==> src/rtl/odometer_pkg.sv <==
// Shared types, glyph constants and BCD helper for the odometer display slice.
package odometer_pkg;

   typedef enum logic [1:0] {
      ST_NS = 2'b00,
      ST_SS = 2'b01,
      ST_MS = 2'b10,
      ST_PS = 2'b11
   } drive_state_e;

   typedef enum logic [1:0] {
      GSEL_BLANK = 2'd0,
      GSEL_DIGIT = 2'd1,
      GSEL_STATE = 2'd2
   } glyph_sel_e;

   localparam int NUM_DIGITS     = 8;
   localparam int MILEAGE_DIGITS = 6;

   localparam logic [7:0] GLYPH_0     = 8'hFC;
   localparam logic [7:0] GLYPH_1     = 8'h60;
   localparam logic [7:0] GLYPH_2     = 8'hDA;
   localparam logic [7:0] GLYPH_3     = 8'hF2;
   localparam logic [7:0] GLYPH_4     = 8'h66;
   localparam logic [7:0] GLYPH_5     = 8'hB6;
   localparam logic [7:0] GLYPH_6     = 8'hBE;
   localparam logic [7:0] GLYPH_7     = 8'hE0;
   localparam logic [7:0] GLYPH_8     = 8'hFE;
   localparam logic [7:0] GLYPH_9     = 8'hF6;
   localparam logic [7:0] GLYPH_N     = 8'h2A;
   localparam logic [7:0] GLYPH_S     = 8'hB6;
   localparam logic [7:0] GLYPH_D     = 8'h7A;
   localparam logic [7:0] GLYPH_P     = 8'hCE;
   localparam logic [7:0] GLYPH_BLANK = 8'h00;

   // Ripple-carry BCD increment; MSB of the result is the carry out of the top digit.
   function automatic logic [4*MILEAGE_DIGITS:0] bcd_increment(
      input logic [4*MILEAGE_DIGITS-1:0] value
   );
      logic [4*MILEAGE_DIGITS-1:0] result;
      logic                        carry;
      result = value;
      carry  = 1'b1;
      for (int i = 0; i < MILEAGE_DIGITS; i++) begin
         if (carry) begin
            if (value[i*4 +: 4] == 4'd9) begin
               result[i*4 +: 4] = 4'd0;
               carry            = 1'b1;
            end else begin
               result[i*4 +: 4] = value[i*4 +: 4] + 4'd1;
               carry            = 1'b0;
            end
         end else begin
            result[i*4 +: 4] = value[i*4 +: 4];
         end
      end
      return {carry, result};
   endfunction

endpackage

==> src/rtl/odometer_display_seg7_glyph.sv <==
// Combinational decoder: 4-bit value plus glyph class to active-high {a..g,dp} segments.
module seg7_glyph
   import odometer_pkg::*;
(
   input  logic [3:0]  i_value,
   input  glyph_sel_e  i_sel,
   output logic [7:0]  o_seg
);

   always_comb begin
      o_seg = GLYPH_BLANK;
      case (i_sel)
         GSEL_DIGIT: begin
            case (i_value)
               4'd0:    o_seg = GLYPH_0;
               4'd1:    o_seg = GLYPH_1;
               4'd2:    o_seg = GLYPH_2;
               4'd3:    o_seg = GLYPH_3;
               4'd4:    o_seg = GLYPH_4;
               4'd5:    o_seg = GLYPH_5;
               4'd6:    o_seg = GLYPH_6;
               4'd7:    o_seg = GLYPH_7;
               4'd8:    o_seg = GLYPH_8;
               4'd9:    o_seg = GLYPH_9;
               default: o_seg = GLYPH_BLANK;
            endcase
         end
         GSEL_STATE: begin
            case (drive_state_e'(i_value[1:0]))
               ST_NS:   o_seg = GLYPH_N;
               ST_SS:   o_seg = GLYPH_S;
               ST_MS:   o_seg = GLYPH_D;
               ST_PS:   o_seg = GLYPH_P;
               default: o_seg = GLYPH_BLANK;
            endcase
         end
         default: o_seg = GLYPH_BLANK;
      endcase
   end

endmodule

==> src/rtl/odometer_display.sv <==
// Motion-driven 6-digit BCD odometer with an 8-digit multiplexed seven-segment scan:
// driving-state glyph in the leftmost slot, blank slot, then mileage digits.
module odometer_display
   import odometer_pkg::*;
#(
   parameter int unsigned TICK_DIV = 100_000_000,
   parameter int unsigned SCAN_DIV = 100_000
)(
   input  logic        clk,
   input  logic        rst_n,
   input  logic        move_forward_signal,
   input  logic        move_backward_signal,
   input  logic [1:0]  state,
   input  logic        clear,
   output logic [23:0] mileage_bcd,
   output logic        mileage_wrap,
   output logic [7:0]  seg_en,
   output logic [7:0]  seg_out
);

   localparam int PW = (TICK_DIV > 1) ? $clog2(TICK_DIV) : 1;
   localparam int SW = (SCAN_DIV > 1) ? $clog2(SCAN_DIV) : 1;
   localparam logic [PW-1:0] PRESC_LAST = PW'(TICK_DIV - 1);
   localparam logic [SW-1:0] SCAN_LAST  = SW'(SCAN_DIV - 1);

   logic [PW-1:0] r_presc;
   logic [23:0]   r_mileage_bcd;
   logic          r_wrap;
   logic [SW-1:0] r_scan;
   logic [2:0]    r_index;
   logic [7:0]    r_seg_en;
   logic [7:0]    r_seg_out;

   logic          w_moving;
   logic          w_tick;
   logic [24:0]   w_inc;
   logic [3:0]    w_nibble;
   glyph_sel_e    w_sel;
   logic [7:0]    w_seg;

   assign w_moving = move_forward_signal | move_backward_signal;
   assign w_tick   = w_moving && (r_presc == PRESC_LAST);
   assign w_inc    = bcd_increment(r_mileage_bcd);

   // Odometer: prescale motion cycles, step the BCD count, flag 999999 -> 000000.
   always_ff @(posedge clk) begin
      if (!rst_n) begin
         r_presc       <= '0;
         r_mileage_bcd <= 24'h000000;
         r_wrap        <= 1'b0;
      end else if (clear) begin
         r_presc       <= '0;
         r_mileage_bcd <= 24'h000000;
         r_wrap        <= 1'b0;
      end else if (w_tick) begin
         r_presc       <= '0;
         r_mileage_bcd <= w_inc[23:0];
         r_wrap        <= w_inc[24];
      end else if (w_moving) begin
         r_presc       <= r_presc + {{(PW-1){1'b0}}, 1'b1};
         r_wrap        <= 1'b0;
      end else begin
         r_wrap        <= 1'b0;
      end
   end

   // Digit slot timer and index, free-running regardless of motion or clear.
   always_ff @(posedge clk) begin
      if (!rst_n) begin
         r_scan  <= '0;
         r_index <= 3'd0;
      end else if (r_scan == SCAN_LAST) begin
         r_scan  <= '0;
         r_index <= r_index + 3'd1;
      end else begin
         r_scan  <= r_scan + {{(SW-1){1'b0}}, 1'b1};
      end
   end

   // Slots 0..5 show mileage digits, 6 is blank, 7 shows the driving-state glyph.
   always_comb begin
      w_nibble = 4'h0;
      w_sel    = GSEL_BLANK;
      if (r_index < 3'd6) begin
         w_nibble = r_mileage_bcd[{r_index, 2'b00} +: 4];
         w_sel    = GSEL_DIGIT;
      end else if (r_index == 3'd7) begin
         w_nibble = {2'b00, state};
         w_sel    = GSEL_STATE;
      end else begin
         w_nibble = 4'h0;
         w_sel    = GSEL_BLANK;
      end
   end

   seg7_glyph u_glyph (
      .i_value (w_nibble),
      .i_sel   (w_sel),
      .o_seg   (w_seg)
   );

   // Display drive registers.
   always_ff @(posedge clk) begin
      if (!rst_n) begin
         r_seg_en  <= 8'h00;
         r_seg_out <= 8'h00;
      end else begin
         r_seg_en  <= 8'h01 << r_index;
         r_seg_out <= w_seg;
      end
   end

   assign mileage_bcd  = r_mileage_bcd;
   assign mileage_wrap = r_wrap;
   assign seg_en       = r_seg_en;
   assign seg_out      = r_seg_out;

endmodule

==> config.mk <==
export PLATFORM = sky130hd
export DESIGN_NAME = odometer_display
export DESIGN_NICKNAME = d
export VERILOG_FILES = /design/src/rtl/odometer_pkg.sv /design/src/rtl/odometer_display_seg7_glyph.sv /design/src/rtl/odometer_display.sv
export SDC_FILE = /design/constraint.sdc
export NUM_CORES = 1
export LEC_CHECK = 0
export CAP_MARGIN = 20
export CORE_UTILIZATION = 51
export DETAILED_ROUTE_END_ITERATION = 10
export GPL_TIMING_DRIVEN = 1
export MAX_ROUTING_LAYER = met4
export PLACE_DENSITY_LB_ADDON = 0.08
export SYNTH_ARGS = -nofsm -noshare
export SYNTH_HDL_FRONTEND = slang
export SYNTH_SLANG_ARGS = --single-unit
==> constraint.sdc <==
create_clock -name clk -period 2.6 [get_ports clk]
set_clock_uncertainty 0.2 [all_clocks]
set_input_delay 0.52 -clock clk [delete_from_list [all_inputs] [get_ports clk]]
set_output_delay 0.52 -clock clk [all_outputs]
set_load 0.05 [all_outputs]
==> results of run 1 <==
==> critical path, cell delays in order <==
cell and delay [ps]:
clkdlybuf4s50_1 480, o211ai_1 120, or4_4 550, or2_4 280, or4_1 520, a21oi_1 150
==> placed cells by master (no fill, tap or decap), types with 13 or more instances in the layout <==
master | synthesis | final
dfxtp_1 | 87 | 82
nor2_1 | 57 | 57
buf_4 | 3 | 56
nand2_1 | 48 | 47
clkdlybuf4s50_1 | 0 | 46
xnor2_1 | 23 | 23
nand3_1 | 21 | 21
nand4_1 | 19 | 19
xor2_1 | 19 | 19
inv_1 | 17 | 16
and3_1 | 17 | 16
mux2i_1 | 15 | 15
a21oi_1 | 13 | 13
==> area by class of cell <==
type                    instances  share of cell area (%)
inverters                      17                    1.12
flip-flops and latches         87                    30.6
multi-input cells             383                    45.9
clock inverters                 6                    2.01
clock buffers                  10                    2.41
repair buffers                103                    15.7
well taps                     105                    2.30
==> final timing paths <==
kind	start	end	slack [ps]	cells after the start
max	move_backward_signal	mileage_bcd[5]	80	6
min reg2reg	r_scan[0]	r_scan[0]	270	1
min	r_scan[0]	r_scan[0]	270	1
max reg2reg	r_index[0]	seg_out[6]	90	8
==> cells by family (layout without fill, tap and decap cells) <==
group | count (synthesis) | count (layout) | share of synthesized area (%)
compound gates | 56 | 56 | 8.85
xor+xnor | 42 | 42 | 8.26
fa+ha+maj | 13 | 13 | 3.65
buf+inv | 39 | 136 | 3.62
flops | 87 | 87 | 39.1
mux | 27 | 27 | 6.91
other cells | 1 | 1 | 0.0842
simple gates | 244 | 244 | 29.5
==> where the power goes <==
part | internal, mW | switching (mW)
Sequential | 1.34 | 0.00599
Clock | 0.673 | 0.525
Combinational | 0.0384 | 0.0652
Total | 2.05 | 0.597
==> flip-flops by register name (all words and copies together), names as in the netlist <==
| signal | count |
|---|---|
| mileage_bcd | 24 |
| mileage_wrap | 1 |
| r_index | 3 |
| r_presc | 27 |
| r_scan | 17 |
| seg_en | 8 |
| seg_out | 7 |
==> layer usage <==
layer  vias up  global-route usage, %
li1       1988                      -
met1      1912                   30.7
met2        72                   40.1
met3        16                   3.75
met4         0                   10.1
met5         -                      -
==> through the flow <==
stage                     total power [mW]  std cells  setup TNS [ps]  hold slack, ps  setup WS, ps
after floorplan                       1.44        509               0             226          10.1
after global placement                1.48        689           -9350             245          -331
after detailed placement              1.48        689          -10710             256          -373
after CTS                             2.67        711               0             279          15.1
after global routing                  2.73        711           -26.0             295         -11.5
final                                 2.65        711               0             274          77.0
==> repair_timing <==
action / 4_1_cts / 5_1_grt
hold buffers: 0 / 0
pin swaps: 2 / 2
resized for setup: 5 / 14
setup buffers: 6 / 0
cloned: 0 / 0
endpoints found under the setup margin: 2 / 11
==> reports/qor.csv, run 1 <==
stage;metric;value;unit
yosys;synth_cell_types;54;
finish;area_growth;28.5;%
routing;firstDrtPassIters;5;
global_routing;grt_pass1_wl;17000;um
pwr;cellLeakagePower;2.20;nW
finish;final_nets;621;
global_routing;grt_overflow;0;
floorplan;die-width;95.4;um
global_routing;antenna_found_initial;0;
cts;clkSinkCount;87;
routing;wl_met2;5220;um
floorplan;die_h;95.4;um
timing;slew_headroom;49.8;%
worst_setup_path;cp-start-kind;input port;
place;dpl_cell_area;5350;um^2
floorplan;rows;33;
finish;fin_area;5720;um^2
finish;post-route-util;68.6;%
yosys;ys_async_sr_fraction;0;%
timing;hold_viol;0;
routing;avgViaCountPerCell;5.61;
place;hpwlAfterDp;7560;um
status;status;finished, final reports clean;
worst_setup_path;path_class;input port to register;
yosys;syn_nets;529;
worst_setup_path;cp-end-kind;register;
pwr;peakVddDrop;360;uV
flow_run;maxCapViolations;0;
global_routing;grt_pass1_vias;3702;
cts;cts.path.max_buffers;2;
routing;first_iter_violations;170;
finish;seqCellArea;1750;um^2
worst_setup_path;crit_path_max_fanout;7;
cts;clk-insertion-delay-late;370;ps
cts;cts_buffers;9;
floorplan;floorplan.initialDensity;53.4;%
place;gp_congestion;0.858;
yosys;syn_inst;509;
yosys;netlist_area;4450;um^2
routing;route.detailed.drc;0;
yosys;avgSynthCellArea;8.75;um^2
routing;ant_nets;0;
yosys;yosys-top-cells-count;dfxtp_1, nor2_1, nand2_1, xnor2_1, nand3_1;
timing;finalMaxSlewViolations;0;
cts;path_clk_slew;90;ps
timing;period_share;97.0;%
routing;route.met3.wl;334;um
timing;max_freq;396;MHz
floorplan;die_area;9110;um^2
timing;rsz0062_at_grt;true;
routing;wl_met1;5010;um
timing;worstMarginPinSlew;745;ps
finish;drive_gt1_share;19.0;%
cts;cts_tree;done;
routing;postRouteWirelength;10700;um
finish;multi_input_area;2620;um^2
timing;fin_crit;2520;ps
routing;detail_route.wl_per_cell;15.1;um
pwr;p_per_area;463;nW/um^2
global_routing;track_usage;24.7;%
worst_hold_path;hold_class;register to register;
yosys;synthTopCellsByArea;dfxtp_1, nor2_1, xnor2_1, nand2_1, xor2_1;
place;numPortBuffers;46;
yosys;synth_seq_area_share;39.1;%
yosys;yosysMostFrequentCell;dfxtp_1;
timing;finalSetupViolations;0;
worst_setup_path;cp.arrival;2620;ps
yosys;yosysWarnings;0;
worst_setup_path;crit_required;2700;ps
global_routing;grt_max_degree;28;
routing;dr_total_vias;3988;
floorplan;num_io_pins;48;
cts;root_buffer;clkbuf_8;
floorplan;core;8340;um^2
yosys;synthFlopType;dfxtp_1;
yosys;synth_top_area_share;39.1;%
routing;maxUsedRoutingLayer;met4;
cts;htree_num_levels;3;
yosys;synth_seq_cells;87;
finish;nFillCells;676;
yosys;synth_edf_count;0;
finish;diodes;0;
yosys;synth.largest_area_cell;dfxtp_1;
No activity file was read; power rests on OpenSTA's default activity.
==> run 2, diff against run 1 <==
--- a/config.mk
+++ b/config.mk
@@ -6,7 +6,9 @@
 export NUM_CORES = 1
 export LEC_CHECK = 0
 export CAP_MARGIN = 20
-export CORE_UTILIZATION = 51
+export CELL_PAD_IN_SITES_DETAIL_PLACEMENT = 0
+export CELL_PAD_IN_SITES_GLOBAL_PLACEMENT = 1
+export CORE_UTILIZATION = 39
 export DETAILED_ROUTE_END_ITERATION = 10
 export GPL_TIMING_DRIVEN = 1
 export MAX_ROUTING_LAYER = met4
==> run 2 against run 1 <==
Net effect: final area is 4.7% higher; clock power grew 18%; total power is 8.5% higher; global-route usage fell by 4.5 points; hold slack got worse by 8.2 ps; register-to-register slack worse by 40 ps; fmax down 1.2%; first-iteration DRC count is 40% higher; critical endpoint is now mileage_bcd[11]; largest power group is now clock; core utilization fell by 14 points.
==> reports/qor.csv, run 2 (synthesis results as in run 1) <==
stage;metric;value;unit;change
timing;finalMaxSlewViolations;0;;unchanged
routing;avgViaCountPerCell;5.23;;-6.8%
worst_setup_path;r2r_cells;7;;-1
worst_setup_path;rr_startpoint;r_presc[0];;
cts;clk-insertion-delay-late;350;ps;-20 ps
flow_run;maxCapViolations;0;;unchanged
finish;drive_gt1_share;20.5;%;+1.5 points
floorplan;core;11000;um^2;+32%
worst_setup_path;path_class;register to register;;
global_routing;antenna_found_initial;0;;unchanged
cts;path_clk_slew;60;ps;-30 ps
worst_setup_path;cp-end-kind;register;;
routing;detail_route.wl_per_cell;14.7;um;-2.6%
timing;worstMarginPinSlew;755;ps;+9.98 ps
routing;dr_total_vias;3951;;-0.93%
worst_setup_path;cp-start-kind;register;;
floorplan;rows;38;;+15%
worst_setup_path;critPathLaunch;r_presc[0];;
status;status;finished, final reports clean;;
cts;hold_buffers;0;;unchanged
cts;cts_tree;done;;
cts;cts.path.max_buffers;2;;unchanged
finish;largest_reg_flops;27;;unchanged
timing;max_freq;392;MHz;-1.2%
finish;post-route-util;54.5;%;-14 points
place;dpl_cell_area;5480;um^2;+2.5%
routing;route.detailed.drc;0;;unchanged
worst_setup_path;endpoint;mileage_bcd[11];;
worst_setup_path;crit_path_max_fanout;6;;-1
timing;rsz0062_at_grt;true;;
floorplan;floorplan.initialDensity;40.5;%;-13 points
cts;clkSinkCount;87;;unchanged
timing;hold_viol;0;;unchanged
global_routing;grt_max_degree;28;;unchanged
timing;setup_ws;46.2;ps;-30.9 ps
timing;period_share;98.2;%;+1.2 points
timing;hold_slack;266;ps;-8.25 ps
routing;first_iter_violations;238;;+40%
place;dpl_worst_slack;-438;ps;-64.9 ps
finish;fin_area;5990;um^2;+4.7%
floorplan;num_io_pins;48;;unchanged
pwr;total_power;2.88;mW;+8.5%
global_routing;grt_pass1_vias;3579;;-3.3%
finish;area_growth;34.5;%;
finish;final_cell_mix;dfxtp_1, buf_4, nor2_1;;
routing;postRouteWirelength;11100;um;+3.5%
place;gp_congestion;0.863;;+0.50%
pwr;p_per_area;480;nW/um^2;+3.6%
pwr;peakVddDrop;291;uV;-19%
worst_setup_path;cp.arrival;2570;ps;-50 ps
cts;root_buffer;clkbuf_16;;
global_routing;grt_overflow;0;;unchanged
pwr;cellLeakagePower;2.32;nW;+5.6%
worst_setup_path;crit_required;2620;ps;-80 ps
timing;finalSetupViolations;0;;unchanged
routing;firstDrtPassIters;4;;-1
floorplan;die_area;11800;um^2;+30%
global_routing;grt_pass1_wl;17800;um;+4.5%
floorplan;die-width;109;um;+14%
cts;htree_num_levels;3;;unchanged
place;hpwlAfterDp;8000;um;+5.8%
finish;largest_register;r_presc;;
timing;fin_crit;2550;ps;+30.9 ps
timing;slew_headroom;49.1;%;-0.67 points
routing;ant_nets;0;;unchanged
worst_setup_path;ff2ff_setup_slack;50;ps;-40 ps
place;numPortBuffers;46;;unchanged
finish;final_nets;631;;+1.6%
finish;mostFrequentLayoutCell;dfxtp_1;;
floorplan;die_h;109;um;+14%
cts;cts_buffers;9;;unchanged
worst_setup_path;r2r-end;mileage_bcd[11];;
finish;diodes;0;;unchanged
global_routing;track_usage;20.2;%;-4.5 points
worst_hold_path;hold_class;register to register;;
run 2: worst min path at each step:
stage | start | endpoint | slack (ps) | cells after the start
after floorplan | r_scan[0] | r_scan[0] | 230 | 1
after detailed placement | r_scan[0] | r_scan[0] | 250 | 1
after global placement | r_scan[0] | r_scan[0] | 240 | 1
after global routing | r_scan[0] | r_scan[0] | 310 | 1
final | r_scan[0] | r_scan[0] | 270 | 1
after CTS | r_scan[0] | r_scan[0] | 270 | 1
run 2: where the power goes:
part	total (mW)	leakage (nW)	internal, mW	switching [mW]
Clock	1.42	0.160	0.893	0.526
Sequential	1.35	0.707	1.34	0.00577
Combinational	0.108	1.46	0.0410	0.0668
Total	2.88	2.32	2.28	0.599
run 2: cell type report:
| class | count | area, um^2 |
|---|---|---|
| fillers | 1023 | 4990 |
| multi-input cells | 383 | 2680 |
| flip-flops and latches | 87 | 1750 |
| repair buffers | 113 | 997 |
| clock buffers | 13 | 260 |
| well taps | 140 | 175 |
| clock inverters | 3 | 65.1 |
| inverters | 17 | 63.8 |
run 2: per-layer routing:
metal / up-vias / wire [um] / track usage, % / part of all wire, %
li1: 2010 / - / - / -
met1: 1843 / 5550 / 27.2 / 50
met2: 86 / 4890 / 29.6 / 44
met3: 12 / 456 / 3.53 / 4.1
met4: 0 / 194 / 8.88 / 1.7
met5: - / 0 / - / 0
run 2: critical path, cell delays in order (launching register included):
cell	delay, ps
dfxtp_1	340
ha_2	210
o211ai_1	150
or4_4	600
or2_4	290
buf_4	160
o311ai_0	340
o21ai_0	130
run 2: stage by stage:
step           TNS [ps]  cells
4_1_cts               0    751
5_1_grt           -64.7    756
3_5_place_dp     -15230    734
2_1_floorplan         0    509
3_3_place_gp     -14200    734
6_report              0    756
run 2: timing repair:
item                                    4_1_cts  5_1_grt
gates resized for setup                       4       28
hold endpoints to repair                      0        0
setup buffers                                 1        5
pin swaps                                     2        9
endpoints found under the setup margin       10        7
